===== src/rtl/trivium_pkg.sv =====
// Shared definitions for the Trivium keystream core and its output buffer.
package trivium_pkg;

    // Buffer status returned to the core; the core resumes only on CND_EMPTY.
    typedef enum logic [1:0] {
        CND_EMPTY = 2'b00,
        CND_PART  = 2'b01,
        CND_HIGH  = 2'b10,
        CND_OVF   = 2'b11
    } fifo_cnd_t;

    // Output-side presentation states of the buffer.
    typedef enum logic [1:0] {
        OUT_EMPTY = 2'b00,
        OUT_FETCH = 2'b01,
        OUT_VALID = 2'b10
    } out_state_t;

    // Bytes per output batch; the core frames its stream in the same unit.
    localparam int TRIV_BURST = 256;

    // Status priority: a sticky overflow masks every occupancy indication.
    function automatic fifo_cnd_t cnd_encode(input logic ovf, input logic is_empty,
                                             input logic is_high);
        fifo_cnd_t cnd;
        if (ovf)
            cnd = CND_OVF;
        else if (is_empty)
            cnd = CND_EMPTY;
        else if (is_high)
            cnd = CND_HIGH;
        else
            cnd = CND_PART;
        return cnd;
    endfunction

endpackage


===== src/rtl/trivium_buf_ram.sv =====
// Simple dual-port byte RAM: one write port, one read port, registered read.
// The array carries no reset so it maps onto block RAM.
module trivium_buf_ram #(
    parameter int DEPTH = 256,
    parameter int WIDTH = 8,
    localparam int AW   = $clog2(DEPTH)
) (
    input  logic             clk,
    input  logic             we,
    input  logic [AW-1:0]    waddr,
    input  logic [WIDTH-1:0] wdata,
    input  logic [AW-1:0]    raddr,
    output logic [WIDTH-1:0] rdata
);

    logic [WIDTH-1:0] mem [DEPTH];
    logic [WIDTH-1:0] rdata_q;

    // Write port.
    always_ff @(posedge clk) begin
        if (we)
            mem[waddr] <= wdata;
    end

    // Read port, read every cycle; a same-address write returns the old contents.
    always_ff @(posedge clk) begin
        rdata_q <= mem[raddr];
    end

    assign rdata = rdata_q;

endmodule


===== src/rtl/trivium_out_buffer.sv =====
// Ciphertext output buffer behind the Trivium core: captures bytes on the
// core's write strobe, queues them in RAM plus one output register, and
// presents them over valid/ready with a batch-end marker. The RAM is read
// every cycle at the next head address so a pop can reload the output
// register back-to-back; a one-byte bypass covers the case where the head
// was written on the same edge it was read.
module trivium_out_buffer
    import trivium_pkg::*;
#(
    parameter int DEPTH   = 256,
    parameter int HIWATER = 192,
    parameter int BURST   = TRIV_BURST
) (
    input  logic        clk,
    input  logic        rst,
    input  logic        clr,
    input  logic        wr_en,
    input  logic [7:0]  wr_data,
    output logic [1:0]  fifo_cnd,
    output logic [7:0]  m_data,
    output logic        m_valid,
    input  logic        m_ready,
    output logic        m_last,
    output logic [15:0] drop_cnt
);

    localparam int AW = $clog2(DEPTH);
    localparam int OW = AW + 1;
    localparam int BW = $clog2(BURST);
    localparam logic [OW-1:0] OCC_FULL  = OW'(DEPTH);
    localparam logic [OW-1:0] OCC_HIGH  = OW'(HIWATER);
    localparam logic [BW-1:0] BCNT_LAST = BW'(BURST - 1);

    out_state_t    state_q, state_d;
    logic [OW-1:0] occ_q, occ_d;
    logic [AW-1:0] wr_ptr_q, wr_ptr_d;
    logic [AW-1:0] rd_ptr_q, rd_ptr_d;
    logic [7:0]    m_data_q, m_data_d;
    logic          m_valid_q, m_valid_d;
    logic          m_last_q, m_last_d;
    logic [BW-1:0] bcnt_q, bcnt_d;
    logic          ovf_q, ovf_d;
    logic [15:0]   drop_q, drop_d;
    fifo_cnd_t     cnd_q, cnd_d;
    logic [7:0]    byp_q, byp_d;
    logic          byp_sel_q, byp_sel_d;

    logic          full;
    logic          wr_acc;
    logic          wr_drop;
    logic          pop;
    logic [OW-1:0] ram_cnt;
    logic          ram_nonempty;
    logic [7:0]    ram_rdata;
    logic [7:0]    head_data;

    // Full is judged on occupancy before any same-cycle pop.
    assign full         = (occ_q == OCC_FULL);
    assign wr_acc       = wr_en && !clr && !full;
    assign wr_drop      = wr_en && !clr && full;
    assign pop          = m_valid_q && m_ready && !clr;
    assign ram_cnt      = occ_q - OW'(state_q == OUT_VALID);
    assign ram_nonempty = (ram_cnt != '0);
    assign head_data    = byp_sel_q ? byp_q : ram_rdata;

    trivium_buf_ram #(
        .DEPTH (DEPTH),
        .WIDTH (8)
    ) u_ram (
        .clk   (clk),
        .we    (wr_acc),
        .waddr (wr_ptr_q),
        .wdata (wr_data),
        .raddr (rd_ptr_d),
        .rdata (ram_rdata)
    );

    // Output FSM: next state, read pointer, output register and batch position.
    always_comb begin
        state_d   = state_q;
        rd_ptr_d  = rd_ptr_q;
        m_data_d  = m_data_q;
        m_valid_d = m_valid_q;
        m_last_d  = m_last_q;
        bcnt_d    = bcnt_q;
        if (clr) begin
            state_d   = OUT_EMPTY;
            rd_ptr_d  = '0;
            m_valid_d = 1'b0;
            m_last_d  = 1'b0;
            bcnt_d    = '0;
        end else begin
            case (state_q)
                OUT_EMPTY: begin
                    if (ram_nonempty)
                        state_d = OUT_FETCH;
                end
                OUT_FETCH: begin
                    m_data_d  = head_data;
                    m_valid_d = 1'b1;
                    m_last_d  = (bcnt_q == BCNT_LAST);
                    rd_ptr_d  = rd_ptr_q + AW'(1);
                    state_d   = OUT_VALID;
                end
                OUT_VALID: begin
                    if (pop) begin
                        bcnt_d = (bcnt_q == BCNT_LAST) ? '0 : bcnt_q + BW'(1);
                        if (ram_nonempty) begin
                            m_data_d = head_data;
                            m_last_d = (bcnt_d == BCNT_LAST);
                            rd_ptr_d = rd_ptr_q + AW'(1);
                        end else begin
                            state_d   = OUT_EMPTY;
                            m_valid_d = 1'b0;
                            m_last_d  = 1'b0;
                        end
                    end
                end
                default: begin
                    state_d   = OUT_EMPTY;
                    m_valid_d = 1'b0;
                    m_last_d  = 1'b0;
                end
            endcase
        end
    end

    // Write side, occupancy, overflow/drop bookkeeping and status encoding.
    always_comb begin
        wr_ptr_d  = wr_ptr_q;
        occ_d     = occ_q;
        ovf_d     = ovf_q;
        drop_d    = drop_q;
        byp_d     = byp_q;
        byp_sel_d = 1'b0;
        if (clr) begin
            wr_ptr_d = '0;
            occ_d    = '0;
            ovf_d    = 1'b0;
            drop_d   = '0;
        end else begin
            if (wr_acc) begin
                wr_ptr_d  = wr_ptr_q + AW'(1);
                byp_d     = wr_data;
                byp_sel_d = (wr_ptr_q == rd_ptr_d);
            end
            if (wr_acc && !pop)
                occ_d = occ_q + OW'(1);
            else if (!wr_acc && pop)
                occ_d = occ_q - OW'(1);
            if (wr_drop) begin
                ovf_d = 1'b1;
                if (drop_q != 16'hFFFF)
                    drop_d = drop_q + 16'd1;
            end
        end
        cnd_d = cnd_encode(ovf_d, occ_d == '0, occ_d >= OCC_HIGH);
    end

    // State registers with asynchronous active-low reset.
    always_ff @(posedge clk or negedge rst) begin
        if (!rst) begin
            state_q   <= OUT_EMPTY;
            occ_q     <= '0;
            wr_ptr_q  <= '0;
            rd_ptr_q  <= '0;
            m_data_q  <= '0;
            m_valid_q <= 1'b0;
            m_last_q  <= 1'b0;
            bcnt_q    <= '0;
            ovf_q     <= 1'b0;
            drop_q    <= '0;
            cnd_q     <= CND_EMPTY;
            byp_q     <= '0;
            byp_sel_q <= 1'b0;
        end else begin
            state_q   <= state_d;
            occ_q     <= occ_d;
            wr_ptr_q  <= wr_ptr_d;
            rd_ptr_q  <= rd_ptr_d;
            m_data_q  <= m_data_d;
            m_valid_q <= m_valid_d;
            m_last_q  <= m_last_d;
            bcnt_q    <= bcnt_d;
            ovf_q     <= ovf_d;
            drop_q    <= drop_d;
            cnd_q     <= cnd_d;
            byp_q     <= byp_d;
            byp_sel_q <= byp_sel_d;
        end
    end

    assign fifo_cnd = cnd_q;
    assign m_data   = m_data_q;
    assign m_valid  = m_valid_q;
    assign m_last   = m_last_q;
    assign drop_cnt = drop_q;

endmodule

===== config.mk =====
export PLATFORM = sky130hd
export DESIGN_NAME = trivium_out_buffer
export DESIGN_NICKNAME = d
export VERILOG_FILES = /design/src/rtl/trivium_pkg.sv /design/src/rtl/trivium_buf_ram.sv /design/src/rtl/trivium_out_buffer.sv
export SDC_FILE = /design/constraint.sdc
export NUM_CORES = 2
export LEC_CHECK = 0
export CORE_ASPECT_RATIO = 1.5
export CORE_MARGIN = 8
export CORE_UTILIZATION = 30
export CTS_CLUSTER_SIZE = 30
export DETAILED_ROUTE_END_ITERATION = 16
export SYNTH_ARGS = -nofsm -noshare
export SYNTH_HDL_FRONTEND = slang
export SYNTH_SLANG_ARGS = --single-unit

===== constraint.sdc =====
create_clock -name clk -period 5.18 [get_ports clk]
set_input_delay 0.777 -clock clk [delete_from_list [all_inputs] [get_ports clk]]
set_output_delay 0.777 -clock clk [all_outputs]
set_load 0.01 [all_outputs]

After elaboration in Yosys (flattened, before gate mapping)
Memories as Yosys holds them, arrays and structs flattened. A register that Yosys moved wholly into a read port is not among the register bits.
Index checks and enable logic that the tools add are counted.
{"block": "word_totals", "ff_bits": 73, "mem_bits_rw": 2048, "inputBits": 13, "output_inout_bits": 28, "elab_cells": 105, "mem_count": 1}
{"block": "op_classes", "addsub": 7, "n_lt_le_gt_ge": 1, "eq_ne": 13, "muxes": 42, "n_bitwise": 1, "n_reduce_logical": 27}
{"name": "u_ram.mem", "depth": 256, "word_bits": 8, "read_ports": 1, "rd_ports_with_merged_regs": 1, "wr": 1, "line": "trivium_buf_ram.sv:16", "source": "logic [WIDTH-1:0] mem [DEPTH];"}
{"cell": "2-to-1 mux 8 bit", "count": 12}
{"cell": "2-to-1 mux 16 bit", "count": 3}
{"cell": "case mux 8 bit (2 select lines)", "count": 2}
{"cell": "2-to-1 mux 9 bit", "count": 3}
{"cell": "adder 8 x 1 -> 8 bit (second input constant)", "count": 3}
{"cell": "adder 16 x 1 -> 16 bit (second input constant)", "count": 1}
{"cell": "equality test 8 bit (second input constant)", "count": 2}
{"cell": "inequality test 16 bit (second input constant)", "count": 1}
{"cell": "2-to-1 mux 2 bit", "count": 7}
{"cell": "2-to-1 mux 1 bit", "count": 12}
{"cell": "nonzero test 2 bit", "count": 6}
{"cell": "adder 9 x 1 -> 9 bit (second input constant)", "count": 1}
{"cell": "equality test 9 bit (second input constant)", "count": 1}
{"cell": "greater-or-equal comparator 9 x 8 -> 1 bit (second input constant)", "count": 1}
{"cell": "zero test 9 bit", "count": 1}
{"cell": "inequality test 3 bit (second input constant)", "count": 3}
{"cell": "nonzero test 9 bit", "count": 1}
{"cell": "subtractor 9 x 1 -> 9 bit", "count": 1}
{"cell": "subtractor 9 x 1 -> 9 bit (second input constant)", "count": 1}
{"cell": "equality test 8 bit", "count": 1}
{"cell": "AND reduction 2 bit", "count": 4}
{"cell": "logical AND 1 bit", "count": 7}
{"cell": "inequality test 2 bit (second input constant)", "count": 3}
{"cell": "case mux 1 bit (3 select lines)", "count": 2}
{"cell": "8 further kinds", "count": 12}

Logic depth before layout (Yosys ltp)
{"block": "logic_depth", "word_depth": 12, "mapped_depth": 21, "ltp_nobuf": 15}

Hierarchy
A second synthesis with hierarchy kept.
{"block": "hier_totals", "cells_unflattened": 4194, "hier_area_um2": 83819.1}
{"module": "trivium_buf_ram", "instances": 1, "cells_each": 3733, "area_each_um2": 79556.3, "seq_area_each_um2": 61659.1}
{"module": "trivium_out_buffer", "instances": 1, "cells_each": 461, "area_each_um2": 4262.8, "seq_area_each_um2": 1826.8}

Least setup slack after synthesis
Ideal clock, no wire load.
{"block": "synth_path", "path_kind": "reg-to-reg", "startpoint": "register state_q[0]", "endpoint": "register u_ram.rdata_q[1] (netlist: u_ram.rdata[1]) (read register of u_ram.mem)", "setup_ns": 0.116, "arrival_time_ns": 3.903, "required_time_ns": 5.064, "slack_ns": 1.162, "stages_incl_launch_ff": 18, "n_path_buf": 2, "synth_period_minus_slack_ns": 4.018, "path_cell_list": "dfrtp_1 > inv_1 > ha_1 > ha_1 > or4b_2 > or4_4 > and2_4 > a21oi_4 > inv_2 > buf_6 > buf_6 > a211oi_1 > a211oi_1 > o41ai_1 > nand3_1 > a211o_1 > and3_1 > and3_1"}
{"block": "synth_between", "elab_chain_len": 7, "elab_cells_between_ends": 8, "classes_between": "add/sub (1); eq/ne (2); mux (4); reduce/logical (1)"}
{"element": "from (decl)", "line": "trivium_out_buffer.sv:34", "source": "out_state_t state_q, state_d;"}
{"element": "from (signal assigned)", "line": "trivium_out_buffer.sv:177", "source": "state_q <= state_d;"}
{"element": "equality test 2 bit", "line": "trivium_out_buffer.sv:62, trivium_out_buffer.sv:93"}
{"element": "subtractor 9 x 1 -> 9 bit", "line": "trivium_out_buffer.sv:62", "source": "assign ram_cnt = occ_q - OW'(state_q == OUT_VALID);"}
{"element": "nonzero test 9 bit", "line": "trivium_out_buffer.sv:63", "source": "assign ram_nonempty = (ram_cnt != '0);"}
{"element": "2-to-1 mux 8 bit", "line": "trivium_out_buffer.sv:108", "source": "if (ram_nonempty) begin"}
{"element": "2-to-1 mux 8 bit", "line": "trivium_out_buffer.sv:106", "source": "if (pop) begin"}
{"element": "case mux 8 bit (2 select lines) *", "line": "trivium_out_buffer.sv:93", "source": "case (state_q)"}
{"element": "2-to-1 mux 8 bit *", "line": "trivium_out_buffer.sv:86", "source": "if (clr) begin"}
{"element": "to (decl)", "line": "trivium_buf_ram.sv:17", "source": "logic [WIDTH-1:0] rdata_q;"}
Every way passes the cells marked *; elsewhere a longest branch is shown, timed or not.
A chain may end at the register's enable or synchronous reset.

Final worst setup path
Ends and elaborated chain as after synthesis.

==> out/qor.yml <==
placed_cell_area_um2: 95300
p_leak_nw: 34.0
synthesis.nets: 6275
avgSynthCellArea_um2: 13.7
yosys.area.top_type_share: 0.718
viasPerCell: 5.38
rows: 240
cts.clk_slew.worst_paths_ps: 70
start_util: 0.301
drc_errors: 0
powerDensity_nw_per_um2: 358
drt_wl_total_mm: 300
portBuffers: 40
crit_type: "register to register"
fill_cells: 26879
gp_congestion: 0.949
io_pins: 41
drive_gt1_frac: 0.153
die_h_um: 670
required_ps: 5980
first_global_vias: 56023
final_area_um2: 102000
setup_viol: 0
yosysWarningCount: 0
antenna_found_initial: 9
path_max_fanout: 43
synth_edf_count: 2048
clockRootBuffer: "clkbuf_16"
utilization: 0.357
synth_cell_type_count: 76
htree_levels: 4
clk_latency_ps: 880
place_hpwl_mm: 199
clock-sinks: 2129
wl_per_cell_um: 28.1
path_delay_family: "simple AND/OR/NAND/NOR gates"
ys.flop_type: "edfxtp_1"
netlist_area_um2: 85600
cap_viol_max_count: 0
grt_pass1_wl_mm: 419
layout.nets: 6818
hold_viol: 0
drt_iter0_drc: 7200
critical_path_arrival_ps: 5970
rsz0062_at_grt: "false"
numCtsBuffers: 187
dr_total_vias: 57502
max_stage_delay_ps: 630
status: "finished clean"
grtUsageTotal: 0.189
die_x_um: 452
drt_pre_antenna_iters: 6
min_period_over_period: 0.997
coreArea_um2: 284000
netlist.top_cell.by_area: "edfxtp_1"
cts_tree: "built"
drtAntennaViolNets: 0
slew_viol_final: 0
clock_path_buffers: 4
worstPathCellList: "inv_1, ha_1, ha_1, or4b_2, or4_4, and2_1, nor2_4, buf_12, buf_12, buf_16, a2111oi_0, a211o_1, a211oi_1, nor4_1, buf_4, o211ai_1, and3_1, buf_4, and3_1"
critical-path-slowest-cell: "o211ai_1"
path_buf_inv: 6
ys_seq_area_frac: 0.741
ys_seq_elements: 2129
fin_skew_ps: 39.5
grt_start_max_net_pins: 120
worstMarginPinSlew_ps: 1340
synthCells: 6247
die_area_um2: 303000
vdd_ir_drop_max_mv: 0.263
startpoint_type: "register"
grt_overflow_total: 0
cp-end-kind: "register"
fmax_mhz: 194
area_growth_pct: 18.7
max_slew_margin: 0.106
async_reset_ff_frac: 0.0343
hold_class: "input pin to asynchronous set/reset pin"
synth_area_leaders: "edfxtp_1, nand2_1, mux2i_1"
final.min_clock_period_ps: 5160
[path summary, 6_finish.rpt]
kind,start,to,slack (ps),cells after the start
max in group asynchronous,rst,m_data[7]$_DFFE_PN0P_,4480,1
max,state_q[0]$_DFFE_PN0P_,u_ram.rdata[1]$_DFF_P_,20,19
min in group clk,clr,wr_ptr_q[1]$_DFFE_PN0P_,450,3
min,rst,ovf_q$_DFF_PN0_,100,1
min reg2reg,byp_q[6]$_DFFE_PN0P_,byp_q[6]$_DFFE_PN0P_,470,2
max reg2reg,state_q[0]$_DFFE_PN0P_,u_ram.rdata[1]$_DFF_P_,20,19
[cells by family after synthesis]
group,synth area share
AO/OA/AOI/OAI,0.0759
XOR/XNOR,0.00409
adder cells (fa/ha/maj),0.00219
buffers and inverters,0.0253
flip-flops,0.741
multiplexers,0.0338
AND/OR/NAND/NOR,0.117
[cells in the final DEF (no fill, tap or decap), types with 73 or more instances in the layout]
cell       netlist  final
a21oi_1        280    279
a31oi_1        141    138
a32oi_1        131    131
and3_1          90     90
buf_12           0     89
buf_4           44    626
clkbuf_16        0    191
dfrtp_1         73     73
edfxtp_1      2048   2048
mux2i_1        271    271
nand2_1       1382   1380
nand3_1        376    376
nor2_1         373    362
o22ai_1         78     76
[where the power goes]
group | internal (mW) | switching (mW)
combinational | 1.07 | 2.03
sequential | 18.9 | 0.0804
clock | 7.88 | 6.36
total | 27.9 | 8.46
[synthesized netlist by cell type, types with 6 or more instances]
| cell type | count |
|---|---|
| nor2b_1 | 11 |
| inv_1 | 20 |
| a32oi_1 | 131 |
| dfrtp_1 | 73 |
| xor2_1 | 19 |
| and3_1 | 90 |
| buf_6 | 24 |
| or3_1 | 8 |
| nand2_1 | 1382 |
| o41ai_1 | 6 |
| nand4_1 | 46 |
| a32o_1 | 9 |
| a2111oi_0 | 13 |
| a311oi_1 | 21 |
| a221oi_1 | 14 |
| nor4_1 | 23 |
| or4_1 | 9 |
| o211ai_1 | 6 |
| dfxtp_1 | 8 |
| xnor2_1 | 21 |
| nor2_1 | 373 |
| a211oi_1 | 74 |
| a21o_1 | 20 |
| buf_4 | 44 |
| nand3_1 | 376 |
| clkbuf_1 | 134 |
| a21oi_1 | 280 |
| ha_1 | 15 |
| a211o_1 | 7 |
| buf_2 | 170 |
| edfxtp_1 | 2048 |
| o22ai_1 | 78 |
| o2111ai_1 | 8 |
| nor3_1 | 34 |
| mux2_2 | 8 |
| buf_1 | 32 |
| mux2i_1 | 271 |
| a22oi_1 | 70 |
| a31oi_1 | 141 |
| o21ai_0 | 57 |
[layer usage]
metal	vias to the layer above	GRT usage	share of wire
met2	3149	0.314	0.48
li1	24556	-	-
met3	918	0.0284	0.080
met4	6	0.144	0.094
met5	-	0	0.00015
met1	28873	0.219	0.35
[layout make-up]
type                            instances  area, µm²  area share
Clock inverter                        103       1080      0.0107
Sequential cell                      2129      63500       0.625
Clock buffer                          229       4970      0.0489
Timing Repair Buffer                  758       6990      0.0688
Tap cell                             3751       4690      0.0462
Multi-Input combinational cell       3690      20200       0.199
Inverter                               24        119     0.00117
Antenna cell                           10       25.0    0.000246
[worst register-to-register path: stages (launching register included)]
cell	delay, ps
dfrtp_1	380
inv_1	90
ha_1	220
ha_1	300
or4b_2	580
or4_4	480
and2_1	210
nor2_4	110
buf_12	130
buf_12	210
buf_16	260
a2111oi_0	190
a211o_1	310
a211oi_1	250
nor4_1	80
buf_4	160
o211ai_1	630
and3_1	290
buf_4	110
and3_1	130
[per-stage QoR]
stage | hold slack [ps] | total power, mW | instances | TNS, ps | worst slack [ps]
finish | 95.1 | 36.3 | 10694 | 0 | 17.3
global route | 164 | 37.2 | 10686 | 0 | 2.62
CTS | 98.2 | 36.4 | 10682 | 0 | 2.56
detailed placement | 463 | 22.4 | 10348 | -998 | -391
global placement | 457 | 22.4 | 10348 | -1390 | -731
floorplan | 445 | 20.8 | 6247 | 0 | 1160
[state kept, by name, summed over array words and instances (netlist names), 2 cells and up]
signal,count
u_ram.mem,2048
byp_q,8
rd_ptr_q,8
wr_ptr_q,8
u_ram.rdata,8
occ_q,9
state_q,2
drop_cnt,16
bcnt_q,8
m_data,8
fifo_cnd,2
[timing repair]
item,CTS,global route
hold buffers,0,0
gates resized for setup,16,15
setup buffers,2,2
gates cloned,0,1
pin swaps,2,3
setup endpoints to repair,5,7
Note: power is estimated with default switching activity, not from simulation.
